[config.mk]
export PLATFORM = sky130hd
export DESIGN_NAME = gex_synaptic_accumulator_flat
export DESIGN_NICKNAME = d
export VERILOG_FILES = /design/src/rtl/gex_synaptic_accumulator_if.sv /design/src/rtl/gex_synaptic_accumulator.sv /design/src/flat_wrapper.sv
export SDC_FILE = /design/constraint.sdc
export NUM_CORES = 1
export LEC_CHECK = 0
export ABC_AREA = 1
export BUFFER_PORTS_ARGS = -buffer_cell sky130_fd_sc_hd__buf_2
export CORE_MARGIN = 2
export CORE_UTILIZATION = 55
export DETAILED_ROUTE_END_ITERATION = 10
export GPL_TIMING_DRIVEN = 0
export PLACE_DENSITY = 0.8
export SLEW_MARGIN = 10
export SYNTH_ARGS = -nofsm -noshare
export SYNTH_HDL_FRONTEND = slang
export SYNTH_SLANG_ARGS = --single-unit
[constraint.sdc]
create_clock -name clk -period 3.01 [get_ports clk]
set_input_delay 0 -clock clk [delete_from_list [all_inputs] [get_ports clk]]
set_output_delay 0 -clock clk [all_outputs]
set_load 0.01 [all_outputs]
[src/rtl/gex_synaptic_accumulator_if.sv]
// Handshake and result bundle between the gex accumulator and its neighbours.
// The slave modport is the accumulator side; the master modport is the driver side.
interface gex_synaptic_accumulator_if #(
    parameter int DATA_WIDTH  = 64,
    parameter int COUNT_WIDTH = 16
);
    logic                   Start;
    logic [DATA_WIDTH-1:0]  GexIn;
    logic                   EmptyList;
    logic                   WeightValid;
    logic [DATA_WIDTH-1:0]  Weight;
    logic                   WeightLast;
    logic                   WeightReady;
    logic [DATA_WIDTH-1:0]  GexOut;
    logic                   Done;
    logic                   Busy;
    logic                   Saturated;
    logic [COUNT_WIDTH-1:0] AcceptedCount;

    modport slave (
        input  Start, GexIn, EmptyList, WeightValid, Weight, WeightLast,
        output WeightReady, GexOut, Done, Busy, Saturated, AcceptedCount
    );

    modport master (
        output Start, GexIn, EmptyList, WeightValid, Weight, WeightLast,
        input  WeightReady, GexOut, Done, Busy, Saturated, AcceptedCount
    );
endinterface

[src/rtl/gex_synaptic_accumulator.sv]
// Accumulates streamed synaptic weights onto one neuron's leaked gex with
// signed saturating fixed-point addition.
//
// state | meaning
// IDLE  | waiting for Start
// ACCUM | accepting weight beats until WeightLast
// DONE  | result held; Done pulses on first cycle; Start accepted again
module gex_synaptic_accumulator #(
    parameter int INTEGER_WIDTH   = 32,
    parameter int DATA_WIDTH_FRAC = 32,
    parameter int DATA_WIDTH      = INTEGER_WIDTH + DATA_WIDTH_FRAC,
    parameter int COUNT_WIDTH     = 16
) (
    input  logic                          clk,
    input  logic                          rst_n,
    gex_synaptic_accumulator_if.slave     bus
);

    typedef enum logic [1:0] {
        ST_IDLE  = 2'd0,
        ST_ACCUM = 2'd1,
        ST_DONE  = 2'd2
    } state_t;

    localparam logic [DATA_WIDTH-1:0]  MAX_POS  = {1'b0, {(DATA_WIDTH-1){1'b1}}};
    localparam logic [DATA_WIDTH-1:0]  MIN_NEG  = {1'b1, {(DATA_WIDTH-1){1'b0}}};
    localparam logic [COUNT_WIDTH-1:0] CNT_ONE  = {{(COUNT_WIDTH-1){1'b0}}, 1'b1};
    localparam logic [COUNT_WIDTH-1:0] CNT_FULL = {COUNT_WIDTH{1'b1}};

    state_t                 state_q, state_d;
    logic [DATA_WIDTH-1:0]  acc_q, acc_d;
    logic                   sat_q, sat_d;
    logic [COUNT_WIDTH-1:0] cnt_q, cnt_d;
    logic                   done_q, done_d;

    logic [DATA_WIDTH:0]    sum_wide;
    logic                   sum_ovf;
    logic [DATA_WIDTH-1:0]  sum_clip;

    // One extra bit: the top two bits differ exactly when the signed add overflowed.
    assign sum_wide = {acc_q[DATA_WIDTH-1], acc_q} + {bus.Weight[DATA_WIDTH-1], bus.Weight};
    assign sum_ovf  = sum_wide[DATA_WIDTH] ^ sum_wide[DATA_WIDTH-1];
    assign sum_clip = sum_ovf ? (sum_wide[DATA_WIDTH] ? MIN_NEG : MAX_POS)
                              : sum_wide[DATA_WIDTH-1:0];

    always_comb begin
        state_d = state_q;
        acc_d   = acc_q;
        sat_d   = sat_q;
        cnt_d   = cnt_q;
        done_d  = 1'b0;
        case (state_q)
            ST_IDLE, ST_DONE: begin
                if (bus.Start) begin
                    acc_d = bus.GexIn;
                    sat_d = 1'b0;
                    cnt_d = '0;
                    if (bus.EmptyList) begin
                        state_d = ST_DONE;
                        done_d  = 1'b1;
                    end else begin
                        state_d = ST_ACCUM;
                    end
                end
            end
            ST_ACCUM: begin
                if (bus.WeightValid) begin
                    acc_d = sum_clip;
                    if (sum_ovf) begin
                        sat_d = 1'b1;
                    end
                    if (cnt_q != CNT_FULL) begin
                        cnt_d = cnt_q + CNT_ONE;
                    end
                    if (bus.WeightLast) begin
                        state_d = ST_DONE;
                        done_d  = 1'b1;
                    end
                end
            end
            default: begin
                state_d = ST_IDLE;
            end
        endcase
    end

    always_ff @(posedge clk or negedge rst_n) begin
        if (!rst_n) begin
            state_q <= ST_IDLE;
            acc_q   <= '0;
            sat_q   <= 1'b0;
            cnt_q   <= '0;
            done_q  <= 1'b0;
        end else begin
            state_q <= state_d;
            acc_q   <= acc_d;
            sat_q   <= sat_d;
            cnt_q   <= cnt_d;
            done_q  <= done_d;
        end
    end

    assign bus.WeightReady   = (state_q == ST_ACCUM);
    assign bus.Busy          = (state_q == ST_ACCUM);
    assign bus.GexOut        = acc_q;
    assign bus.Done          = done_q;
    assign bus.Saturated     = sat_q;
    assign bus.AcceptedCount = cnt_q;

endmodule

[src/flat_wrapper.sv]
// flat-port wrapper written by rule: the top's interface ports become plain ports
module gex_synaptic_accumulator_flat 
#(
    parameter int INTEGER_WIDTH   = 32,
    parameter int DATA_WIDTH_FRAC = 32,
    parameter int DATA_WIDTH      = INTEGER_WIDTH + DATA_WIDTH_FRAC,
    parameter int COUNT_WIDTH     = 16
)
  (clk, rst_n, bus_Start, bus_GexIn, bus_EmptyList, bus_WeightValid, bus_Weight, bus_WeightLast, bus_WeightReady, bus_GexOut, bus_Done, bus_Busy, bus_Saturated, bus_AcceptedCount);
  gex_synaptic_accumulator_if #(.DATA_WIDTH(DATA_WIDTH), .COUNT_WIDTH(COUNT_WIDTH)) bus_i ();
  input  logic clk;
  input  logic rst_n;
  input wire logic [$bits(bus_i.Start)-1:0] bus_Start;
  input wire logic [$bits(bus_i.GexIn)-1:0] bus_GexIn;
  input wire logic [$bits(bus_i.EmptyList)-1:0] bus_EmptyList;
  input wire logic [$bits(bus_i.WeightValid)-1:0] bus_WeightValid;
  input wire logic [$bits(bus_i.Weight)-1:0] bus_Weight;
  input wire logic [$bits(bus_i.WeightLast)-1:0] bus_WeightLast;
  output wire logic [$bits(bus_i.WeightReady)-1:0] bus_WeightReady;
  output wire logic [$bits(bus_i.GexOut)-1:0] bus_GexOut;
  output wire logic [$bits(bus_i.Done)-1:0] bus_Done;
  output wire logic [$bits(bus_i.Busy)-1:0] bus_Busy;
  output wire logic [$bits(bus_i.Saturated)-1:0] bus_Saturated;
  output wire logic [$bits(bus_i.AcceptedCount)-1:0] bus_AcceptedCount;
  assign bus_i.Start = bus_Start;
  assign bus_i.GexIn = bus_GexIn;
  assign bus_i.EmptyList = bus_EmptyList;
  assign bus_i.WeightValid = bus_WeightValid;
  assign bus_i.Weight = bus_Weight;
  assign bus_i.WeightLast = bus_WeightLast;
  assign bus_WeightReady = bus_i.WeightReady;
  assign bus_GexOut = bus_i.GexOut;
  assign bus_Done = bus_i.Done;
  assign bus_Busy = bus_i.Busy;
  assign bus_Saturated = bus_i.Saturated;
  assign bus_AcceptedCount = bus_i.AcceptedCount;
  gex_synaptic_accumulator #(.INTEGER_WIDTH(INTEGER_WIDTH), .DATA_WIDTH_FRAC(DATA_WIDTH_FRAC), .DATA_WIDTH(DATA_WIDTH), .COUNT_WIDTH(COUNT_WIDTH)) u_core (.clk(clk), .rst_n(rst_n), .bus(bus_i));
endmodule
# Yosys cells after proc, flatten, opt, wreduce, memory -nomap -nowiden
# Index checks and enable logic that the tools add are counted.
[totals] ram_bits=0 in_bits=134 latch_bits=0 romBits=0 wordCells=46 mem_count=0 ff_bits=84
[classes] n_reduce_logical=7 eq_ne=8 muxes=23 n_addsub=2 n_bitwise=1 order_cmp=0 n_shift=0 mul=0 n_div=0
[ops] op="two-way mux 64 bit" count=4
[ops] op="one-hot mux 64 bit (2 select lines)" count=1
[ops] op="adder 64 x 64 -> 65 bit" count=1
[ops] op="two-way mux 16 bit" count=3
[ops] op="one-hot mux 16 bit (2 select lines)" count=1
[ops] op="adder 16 x 1 -> 16 bit, second input constant" count=1
[ops] op="inequality test 16 bit, second input constant" count=1
[ops] op="two-way mux 2 bit" count=4
[ops] op="AND reduction 4 bit" count=2
[ops] op="two-way mux 1 bit" count=7
[ops] op="inequality test 2 bit, second input constant" count=3
[ops] op="AND reduction 3 bit" count=2
[ops] op="inequality test 2 x 1 -> 1 bit, second input constant" count=2
[ops] op="one-hot mux 1 bit (2 select lines)" count=2
[ops] op="one-hot mux 2 bit (2 select lines)" count=1
[ops] op="equality test 2 x 1 -> 1 bit, second input constant" count=1
[ops] op="equality test 2 bit, second input constant" count=1
[ops] op="zero test 2 bit" count=1
[ops] op="nonzero test 2 bit" count=1
[ops] op="OR reduction 2 bit" count=1
[ops] op="bitwise XOR 1 bit" count=1

# Depth between registers and ports, before layout
# Gate-level depths: netlist (run 1).
[logic_depth] depth_word=5 depth_mapped=23 mapped_depth_nobuf=22

# Least setup slack after synthesis (run 1)
# No wires, ideal clock.
[synth_timing] kind="reg-to-reg" startpoint="register u_core.acc_q[0] (netlist: u_core.bus.GexOut[0])" endpoint="register u_core.acc_q[55] (netlist: u_core.bus.GexOut[55])" path_stages_with_launch=23 required_time_ps=2894 setup_slack_ps=552 arrival_time_ps=2341 path_cell_list="dfrtp_1 > ha_1 > inv_1 > fa_1 > inv_1 > nand2_1 > nand2_1 > nand3_1 > nand2_2 > nand2_2 > nand2_4 > nand2_2 > nand2_4 > nand2_2 > nand2_2 > nand2_1 > nand2_2 > nand2_8 > buf_6 > nand3_1 > nand2_1 > nand2_1 > nand2_1"
[synth_between] elab_chain_len=5
[synth_lines] item="start: declaration" line="gex_synaptic_accumulator.sv:31" rtl="logic [DATA_WIDTH-1:0] acc_q, acc_d;"
[synth_lines] item="start signal: assignment" line="gex_synaptic_accumulator.sv:90" rtl="acc_q <= '0;"
[synth_lines] item="start signal: assignment" line="gex_synaptic_accumulator.sv:96" rtl="acc_q <= acc_d;"
[synth_lines] item="adder 64 x 64 -> 65 bit *" line="gex_synaptic_accumulator.sv:41" rtl="assign sum_wide = {acc_q[DATA_WIDTH-1], acc_q} + {bus.Weight[DATA_WIDTH-1], bus.Weight};"
[synth_lines] item="two-way mux 64 bit or bitwise XOR 1 bit (tied branches)" line="gex_synaptic_accumulator.sv:43, gex_synaptic_accumulator.sv:42"
[synth_lines] item="two-way mux 64 bit *" line="gex_synaptic_accumulator.sv:43" rtl="assign sum_clip = sum_ovf ? (sum_wide[DATA_WIDTH] ? MIN_NEG : MAX_POS)"
[synth_lines] item="two-way mux 64 bit *" line="gex_synaptic_accumulator.sv:67" rtl="if (bus.WeightValid) begin"
[synth_lines] item="one-hot mux 64 bit (2 select lines) *" line="gex_synaptic_accumulator.sv:52" rtl="case (state_q)"
# Mark *: on every way between the ends. The rest lies on a longest branch, timed or not. The select of a mux whose other input is x is not followed.
# A chain may end at the register's enable or synchronous reset.

# Worst setup path after layout (run 1)
[layout_timing] startpoint="register u_core.acc_q[30] (netlist: u_core.bus.GexOut[30])" endpoint="register u_core.acc_q[49] (netlist: u_core.bus.GexOut[49])"
# Same word-level chain as after synthesis.

==> results of run 1 <==
## how the worst max path moves through the flow
stage,start,to,slack (ns),cells after the start
floorplan,u_core.bus.GexOut[0]$_DFFE_PN0P_,u_core.bus.GexOut[55]$_DFFE_PN0P_,0.55,22
detailed placement,u_core.bus.GexOut[0]$_DFFE_PN0P_,u_core.bus.GexOut[46]$_DFFE_PN0P_,-0.20,20
finish,u_core.bus.GexOut[30]$_DFFE_PN0P_,u_core.bus.GexOut[49]$_DFFE_PN0P_,0.13,18
CTS,u_core.bus.GexOut[0]$_DFFE_PN0P_,u_core.bus.GexOut[53]$_DFFE_PN0P_,0.03,22
global placement,u_core.bus.GexOut[0]$_DFFE_PN0P_,u_core.bus.GexOut[46]$_DFFE_PN0P_,-0.18,20
global route,u_core.bus.GexOut[27]$_DFFE_PN0P_,u_core.bus.GexOut[49]$_DFFE_PN0P_,-0.01,18
## per-stage QoR
step                setup slack (ns)  hold slack [ns]
floorplan                      0.552           -0.296
global placement              -0.177            0.202
detailed placement            -0.200          -0.0140
CTS                           0.0312          0.00662
global route                 -0.0101           0.0331
finish                         0.129          0.00864
## cell type report
cell class                 instances  area share [%]
tap                              260            2.55
inverter                         243            7.15
sequential                        84            16.5
buffer                            39            2.56
clock inverter                     7           0.618
multi-input combinational       1454            58.1
timing repair buffer             242            10.8
clock buffer                       9            1.77
## report_power, final
group / internal (mW) / switching [mW] / total (mW)
logic: 3.41 / 6.40 / 9.81
clock network: 0.591 / 0.596 / 1.19
registers: 1.58 / 0.440 / 2.02
## kinds of logic after synthesis
logic type,count (synthesis),synth area share [%]
buffers and inverters,282,11.6
DFF,84,19.7
xor gates and xnor gates,38,3.12
adders and majority gates,66,7.81
AOI/OAI and AO/OA,148,7.82
and+or+nand+nor,1201,49.9
## registers in the layout, summed over array words and instances (netlist names)
name                      cells
u_core.bus.Saturated          1
u_core.bus.AcceptedCount     16
u_core.bus.GexOut            64
u_core.bus.Done               1
u_core.state_q                2
## timing repair
item	4_1_cts	5_1_grt
hold buffers	17	0
setup buffers	1	4
cloned	0	3
endpoints found under the setup margin	58	61
pin swaps	0	3
gates resized for setup	4	13
endpoints found under the hold margin	51	0
## metal layers
metal | GRT usage [%] | part of all wire, % | up-vias
li1 | - | - | 6148
met1 | 45.1 | 41 | 5630
met2 | 64.9 | 48 | 492
met3 | 5.10 | 6.3 | 101
met4 | 15.9 | 4.8 | 0
met5 | 0 | 0 | -
## worst register-to-register path, delay by kind of cell (launching register included)
family | cells | cell delay [ns]
buffers and inverters | 2 | 0.24
flip-flops | 1 | 0.41
AO/OA/AOI/OAI | 2 | 0.47
AND/OR/NAND/NOR | 13 | 1.27
adder cells (fa/ha/maj) | 1 | 0.37
## cell usage in the layout, fill, tap and decap left out, types with 19 or more instances in the layout
master / Yosys / layout
nand2_1: 745 / 742
inv_1: 225 / 224
buf_2: 6 / 222
nor2_1: 156 / 156
nand3_1: 85 / 85
dfrtp_1: 84 / 84
a21oi_1: 82 / 77
nand2_2: 67 / 70
ha_1: 65 / 64
or2_2: 53 / 53
xor2_1: 35 / 35
o21ai_0: 29 / 28
nand3_2: 28 / 28
o21bai_1: 24 / 24
inv_2: 18 / 19
==> impl_metrics.ini, run 1 <==
[run_status]
status = completed

[clock_tree]
numCtsBuffers = 9
cts_tree = done
h-tree-depth = 3
cts.sink_count = 84
cts-root-buf = clkbuf_16
clock_path_buffers = 2
insertion_delay_ns = 0.37
clk_pin_slew_ns = 0.08

[global_route]
track_usage_pct = 36.9
antenna_found_initial = 0
grt_pass1_vias = 11700
grt_pass1_wl_mm = 58.7
grt_max_degree = 53
grt_overflow_total = 0

[route]
vias = 12400
drt_pass1_iterations = 6
wire_per_inst_um = 16.4
drtIter0Drc = 932
drc = 0
wl_mm = 38.3
vias_per_cell = 5.29
ant_nets = 0

[synth]
syn_area_per_cell_um2 = 5.87
synth_seq_cells = 84
synth-async-reset-ratio_pct = 100
syn_inst = 1819
ys_warn_count = 0
synth.largest_area_cell = nand2_1
synth_fp_nets = 2019
synth_most_common_cell = nand2_1
synth_top_area_share_pct = 26.2
synth-main-ff-cell = dfrtp_1
yosysSeqAreaShare_pct = 19.7
synth_commonest_cells = nand2_1, inv_1, nor2_1
syn_area_um2 = 10700
synth_edf_count = 0
synth.distinct_cells = 41
synthTopCellsByArea = nand2_1, dfrtp_1, inv_1

[hold_path]
hp-start = bus_GexIn[13]
min_path_type = in2reg
holdPathEnd = u_core.bus.GexOut[13]$_DFFE_PN0P_
whs_path_depth = 6

[placed_design]
placedInstanceArea_um2 = 12100
io_buffers = 217
routabilityCongestion = 1.02
dpl.cell_count = 2297
post-dp-hpwl_mm = 31.5

[floorplan]
fp.dieArea_um2 = 20500
rows = 50
core-area_um2 = 18900
initial_core_util_pct = 56.5
io-pin-count = 218
die_x_um = 143
die_y_um = 143

[final_layout]
nets = 2273
regArea_um2 = 2100
multi_input_area_um2 = 7410
fill_cells = 1790
area_growth_pct = 19.5
drive_above_1_share_pct = 22.8
stdcell_count = 2338
final_core_util_pct = 67.5
design_area_um2 = 12800
antenna_cells = 0

[worst_setup_path]
path_cells = ha_1 > nand2_1 > inv_1 > a21oi_1 > nand2_1 > a21oi_2 > nand2_4 > nand2_4 > nand2_2 > nand2_1 > nand2_2 > nand2_4 > nand2_8 > buf_12 > nand2_2 > nand2_1 > nand2_1 > nand2_1
slowest_delay_ns = 0.41
crit_top_cell = nand2_1
slowest_stage = dfrtp_1
cp.required_ns = 3.25
path_delay_family = simple AND/OR/NAND/NOR gates
reg2reg_to = u_core.bus.GexOut[49]$_DFFE_PN0P_
end_kind = flip-flop
crit_fanout = 5
criticalPathCategory = reg2reg
worst_r2r_startpoint = u_core.bus.GexOut[30]$_DFFE_PN0P_
cp_num_buf_inv = 2
cp.arrival_ns = 3.12
cp-start-kind = flip-flop
rr_worst_depth = 18
rrSetupSlack_ns = 0.13

[power_and_ir_drop]
power.total_mw = 13.0
leakage_nw = 7.32
power_density_nw_per_um2 = 1020
irDropWorstVdd_mv = 0.605

[timing]
hold_violations = 0
clock_skew_ns = 0.0145
period_minus_slack_ns = 2.88
setup_viol = 0
tightest_slew_ns = 1.01
finalCritPeriodShare_pct = 95.7
max-slew-margin-rel_pct = 32.5
setup_tns_ns = 0
slew_violations = 0
fmax_mhz = 347

[run]
drv_cap = 0
Power figures use the tool's default switching activity.
==> run 2, diff against run 1 <==
CORE_UTILIZATION = 57   (was 55)
PLACE_DENSITY = 0.82   (was 0.8)
==> impl_metrics.ini, run 2 (synthesis results as in run 1) <==
[hold_path]
holdPathEnd = u_core.bus.GexOut[31]$_DFFE_PN0P_
whs_path_depth = 6
hp-start = bus_GexIn[31]
min_path_type = in2reg

[timing]
period_minus_slack_ns = 2.87
clock_skew_ns = 0.0184
tightest_slew_ns = 0.984
fmax_mhz = 348
hold_violations = 0
max-slew-margin-rel_pct = 34.4
finalCritPeriodShare_pct = 95.4
slew_violations = 0
setup_tns_ns = 0
setup_viol = 0

[worst_setup_path]
criticalPathCategory = reg2reg
path_delay_family = buffers and inverters
rrSetupSlack_ns = 0.14
cp_num_buf_inv = 5
rr_worst_depth = 10
cp-start-kind = flip-flop
cp.required_ns = 3.32
reg2reg_to = u_core.bus.GexOut[31]$_DFFE_PN0P_
path_cells = inv_2 > nor2_2 > inv_2 > nor2_1 > a21oi_2 > inv_1 > clkbuf_1 > clkbuf_1 > nand2_1 > nand2_1
end_kind = flip-flop
slowest_stage = clkbuf_1
cp.arrival_ns = 3.18
slowest_delay_ns = 0.73
worst_r2r_startpoint = u_core.state_q[0]$_DFFE_PN0P_
crit_fanout = 10

[run_status]
status = completed

[global_route]
antenna_found_initial = 0
grt_pass1_wl_mm = 57.8
track_usage_pct = 37.2
grt_max_degree = 52
grt_overflow_total = 0
grt_pass1_vias = 11500

[route]
ant_nets = 0
drc = 0
wire_per_inst_um = 16.4
drt_pass1_iterations = 7
vias = 12300
vias_per_cell = 5.33
drtIter0Drc = 944
wl_mm = 37.8

[power_and_ir_drop]
p_sw_share_pct = 57.2
clock_power_share_pct = 9.2
seq_power_share_pct = 15.5
power.total_mw = 13.0
leakage_nw = 7.30
combPwrFrac_pct = 75.3
power_density_nw_per_um2 = 1020
power.switching_mw = 7.43
p_int_mw = 5.55
irDropWorstVdd_mv = 0.779

[placed_design]
io_buffers = 217
routabilityCongestion = 1.04
post-dp-hpwl_mm = 30.8

[clock_tree]
cts_tree = done
insertion_delay_ns = 0.37
clk_pin_slew_ns = 0.08
h-tree-depth = 3
clock_path_buffers = 2
cts-root-buf = clkbuf_16
numCtsBuffers = 9
cts.sink_count = 84

[floorplan]
rows = 50
io-pin-count = 218
core-area_um2 = 18500
fp.dieArea_um2 = 19800
die_y_um = 141
initial_core_util_pct = 57.6
die_x_um = 141

[final_layout]
drive_above_1_share_pct = 22.7
antenna_cells = 0
area_growth_pct = 18.9
layout_common_cells = nand2_1, inv_1, buf_2
fill_cells = 1755
nets = 2271
final_common_cell = nand2_1
largest_reg_flops = 64

[run]
drv_cap = 0
==> run 2: worst reg2reg max path: stages (launching register included) <==
cell and delay, ns:
dfrtp_1 0.42, inv_2 0.09, nor2_2 0.35, inv_2 0.16
nor2_1 0.15, a21oi_2 0.06, inv_1 0.18, clkbuf_1 0.73
clkbuf_1 0.47, nand2_1 0.12, nand2_1 0.09
==> run 2: layout make-up <==
type                            instances  area [um^2]  share of cell area (%)
Multi-Input combinational cell       1453         7400                    58.3
Buffer                                 39          327                    2.57
Inverter                              243          912                    7.19
Clock buffer                            9          225                    1.78
Timing Repair Buffer                  241         1350                    10.7
Sequential cell                        84         2100                    16.6
Tap cell                              234          293                    2.31
Clock inverter                          7         78.8                   0.621
==> run 2: power groups by stage <==
stage / Clock [mW] / Combinational [mW] / Sequential [mW]
floorplan: 0 / 6.53 / 2.15
global placement: 0 / 9.23 / 2.00
detailed placement: 0 / 9.38 / 2.01
CTS: 1.20 / 9.49 / 2.00
global route: 1.23 / 10.8 / 2.06
finish: 1.20 / 9.77 / 2.02
==> run 2: through the flow <==
| step | instance area, um^2 | hold slack, ns | instances | utilization (%) | setup WS (ns) |
|---|---|---|---|---|---|
| after floorplan | 10700 | -0.296 | 1819 | - | 0.552 |
| after global placement | 12000 | 0.204 | 2270 | 65.1 | -0.168 |
| after detailed placement | 12100 | -0.0125 | 2271 | 65.2 | -0.168 |
| after CTS | 12600 | 0.00163 | 2305 | 68.0 | 0.0368 |
| after global routing | 12700 | 0.0364 | 2310 | 68.5 | -0.00447 |
| final | 12700 | 0.000646 | 2310 | 68.5 | 0.139 |
==> run 2: worst max-delay path by stage <==
stage / from / to / slack [ns] / cells past startpoint
after floorplan: u_core.bus.GexOut[0]$_DFFE_PN0P_ / u_core.bus.GexOut[55]$_DFFE_PN0P_ / 0.55 / 22
after global placement: u_core.bus.GexOut[0]$_DFFE_PN0P_ / u_core.bus.GexOut[46]$_DFFE_PN0P_ / -0.17 / 20
after detailed placement: u_core.bus.GexOut[0]$_DFFE_PN0P_ / u_core.bus.GexOut[46]$_DFFE_PN0P_ / -0.17 / 20
after CTS: u_core.bus.GexOut[0]$_DFFE_PN0P_ / u_core.bus.GexOut[51]$_DFFE_PN0P_ / 0.04 / 22
after global routing: u_core.bus.GexOut[50]$_DFFE_PN0P_ / u_core.bus.GexOut[51]$_DFFE_PN0P_ / -0.004 / 15
final: u_core.state_q[0]$_DFFE_PN0P_ / u_core.bus.GexOut[31]$_DFFE_PN0P_ / 0.14 / 10
==> run 2: per-layer routing <==
metal  part of all wire [%]  routed length [um]  vias to the layer above  global-route usage [%]
li1                       -                   -                     6137                       -
met1                     41               15700                     5572                    46.4
met2                     47               17600                      480                    64.0
met3                    6.9                2620                      112                    4.96
met4                    4.9                1870                        0                    16.9
met5                      0                   0                        -                       0
==> run 2: repair_timing <==
item,4_1_cts,5_1_grt
pin swaps,0,2
cloned,0,1
resized for setup,5,12
setup buffers,0,4
hold buffers,18,0
hold endpoints to repair,51,0
endpoints found under the setup margin,41,61
==> run 3, diff against run 2 <==
ABC_AREA = 0   (was 1)
CORE_UTILIZATION = 55   (was 57)
==> impl_metrics.ini, run 3 <==
[run_status]
violations = design-rule violations, negative setup slack
status = complete, but fails checks

[clock_tree]
numCtsBuffers = 9
cts-root-buf = clkbuf_16
cts.sink_count = 84
cts_tree = done
clk_pin_slew_ns = 0.08
clock_path_buffers = 2
h-tree-depth = 3
insertion_delay_ns = 0.37

[power_and_ir_drop]
clock_power_share_pct = 8.0
p_sw_share_pct = 52.4
power.switching_mw = 7.78
p_int_mw = 7.07
irDropWorstVdd_mv = 0.716
power_density_nw_per_um2 = 1170
leakage_nw = 5.73
combPwrFrac_pct = 78.2
seq_power_share_pct = 13.8

[global_route]
grt_max_degree = 56
grt_use_met1_pct = 52.7
gr-max-usage-layer = met2
grt_pass1_wl_mm = 53.6
grtUsageMet3_pct = 8.43
antenna_found_initial = 1
grt_overflow_total = 0
grt_pass1_vias = 10200
grt_use_met2_pct = 67.4
track_usage_pct = 42.1

[worst_setup_path]
worst_r2r_startpoint = u_core.bus.GexOut[2]$_DFFE_PN0P_
slowest_delay_ns = 0.50
cp_num_buf_inv = 3
reg2reg_to = u_core.bus.GexOut[53]$_DFFE_PN0P_
slowest_stage = o211ai_1
startpoint = u_core.bus.GexOut[2]$_DFFE_PN0P_
criticalPathCategory = reg2reg
cp.required_ns = 3.26
rr_worst_depth = 13
rrSetupSlack_ns = -0.48
end_kind = flip-flop
path_delay_family = compound AO/OA/AOI/OAI gates
crit_path_end = u_core.bus.GexOut[53]$_DFFE_PN0P_
path_cells = ha_1 > o211ai_1 > o2bb2ai_4 > o21ai_4 > a221o_1 > buf_6 > nor2_4 > o22ai_4 > buf_12 > a21oi_4 > buf_6 > o2bb2ai_4 > o31ai_4
crit_fanout = 5
cp.arrival_ns = 3.74
crit_cells = 13
cp-start-kind = flip-flop

[timing]
setup_viol = 64
hold_violations = 0
tightest_slew_ns = 0.929
slew_violations = 0
max-slew-margin-rel_pct = 38.1
clock_skew_ns = 0.0107
rsz0062_at_grt = true
fmax_mhz = 287
finalCritPeriodShare_pct = 116
hold_slack_ns = 0.0135
worst_slack_ns = -0.480
period_minus_slack_ns = 3.49
setup_tns_ns = -17.90

[synth]
synth_commonest_cells = nand2_1, a21oi_1, nor2_1
syn_area_per_cell_um2 = 7.64
synthMuxAreaShare_pct = 0.354
syn_inst = 1111
synth_seq_cells = 84
synthTopCellsByArea = dfrtp_1, ha_1, a21oi_1
synth_fp_nets = 1311
synth.largest_area_cell = dfrtp_1
synthXorXnorAreaFrac_pct = 6.71
synth_edf_count = 0
syn_area_um2 = 8490
synth-main-ff-cell = dfrtp_1
synth_top_family_by_area = compound AO/OA/AOI/OAI gates
synth_top_area_share_pct = 24.8
yosys.area_share.adder_pct = 9.82
synthSimpleGateAreaFrac_pct = 21.4
ys_warn_count = 0
synth_most_common_cell = nand2_1
synth.distinct_cells = 74
yosysSeqAreaShare_pct = 24.8
synth-async-reset-ratio_pct = 100
synth_compound_area_share_pct = 31.4

[floorplan]
initial_core_util_pct = 56.0
rows = 45
die_y_um = 128
die_x_um = 128
core-area_um2 = 15100
io-pin-count = 218
fp.dieArea_um2 = 16400

[final_layout]
fill_cells = 880
drive_above_1_share_pct = 37.6
design_area_um2 = 12700
area_growth_pct = 49.8
final_common_cell = buf_2
layout_common_cells = buf_2, nand2_1, nor2_1
nets = 1675
stdcell_count = 1669
largest_reg_flops = 64

[placed_design]
dpl.cell_count = 1517
post-dp-hpwl_mm = 24.3
placedInstanceArea_um2 = 9850
place_ws_ns = -0.915
routabilityCongestion = 1.03
io_buffers = 217

[run]
drv_cap = 0

[route]
wl_mm = 38.3
vias = 11100
drtIter0Drc = 1211
vias_per_cell = 6.68
ant_nets = 0
wire_per_inst_um = 23.0
drc = 1
drt_pass1_iterations = 9

[hold_path]
min_path_type = in2reg
-- run 3: cell types whose count changed after synthesis, moves of 47 or more --
| cell | before | now |
|---|---|---|
| nand2_2 | 67 | 0 |
| o21ai_0 | 29 | 77 |
| nor2_1 | 156 | 109 |
| nand2_1 | 745 | 126 |
| or2_2 | 53 | 1 |
| nand3_1 | 85 | 23 |
| inv_1 | 225 | 31 |
-- run 3: through the flow --
step / power (mW) / util (%)
finish: 14.9 / 83.9
detailed placement: 9.88 / 65.0
global route: 15.5 / 83.9
floorplan: 7.58 / -
global placement: 9.75 / 64.8
CTS: 12.7 / 77.8
-- run 3: what timing repair did --
action                                  4_1_cts  5_1_grt
resized for setup                           142      167
hold buffers                                 43        0
setup buffers                                67       40
endpoints found under the hold margin       125        0
cloned                                        4        2
endpoints found under the setup margin       65       71
pin swaps                                    55       67
-- run 3: logic make-up (layout without fill, tap and decap cells) --
family | after synthesis | in the layout
AND/OR/NAND/NOR | 386 | 387
XOR/XNOR | 65 | 65
buffers and inverters | 106 | 474
flip-flops | 84 | 84
multiplexers | 3 | 3
AO/OA/AOI/OAI | 401 | 401
adder cells (fa/ha/maj) | 66 | 66
other | 0 | 1
-- run 3: cell type report --
class | instances | area, um^2 | share of cell area (%)
Antenna cell | 1 | 2.50 | 0.0197
Buffer | 56 | 438 | 3.44
Clock buffer | 9 | 225 | 1.77
Clock inverter | 7 | 78.8 | 0.620
Inverter | 32 | 120 | 0.945
Multi-Input combinational cell | 922 | 7000 | 55.0
Sequential cell | 84 | 2100 | 16.5
Tap cell | 188 | 235 | 1.85
Timing Repair Buffer | 370 | 2510 | 19.8
-- run 3: how the worst min path moves through the flow --
stage                  startpoint                                 endpoint  depth (start not counted)  slack [ns]
CTS                 bus_GexIn[50]        u_core.bus.GexOut[50]$_DFFE_PN0P_                          4       0.008
finish              bus_GexIn[33]        u_core.bus.GexOut[33]$_DFFE_PN0P_                          3        0.01
global placement    bus_EmptyList            u_core.state_q[0]$_DFFE_PN0P_                          2        0.21
detailed placement          rst_n  u_core.bus.AcceptedCount[8]$_DFFE_PN0P_                          1       -0.04
global route        bus_GexIn[33]        u_core.bus.GexOut[33]$_DFFE_PN0P_                          3        0.02
floorplan                   rst_n  u_core.bus.AcceptedCount[0]$_DFFE_PN0P_                          0       -0.30
-- run 3: power groups by stage --
stage	combinational, mW	sequential (mW)	clock, mW
3_3_place_gp	7.73	2.02	0
5_1_grt	12.2	2.09	1.22
4_1_cts	9.53	2.00	1.17
6_report	11.6	2.05	1.18
2_1_floorplan	5.44	2.14	0
3_5_place_dp	7.85	2.03	0
-- run 3: per-layer routing --
metal | share of wire [%] | vias up
met5 | 0 | -
met4 | 7.8 | 0
met3 | 12 | 282
met2 | 45 | 875
met1 | 36 | 5176
li1 | - | 4812
-- run 3: tightest hold or removal path, delay by kind of cell --
kind | cells | cell delay [ns]
AO/OA/AOI/OAI | 2 | 0.24
buffers and inverters | 1 | 0.09
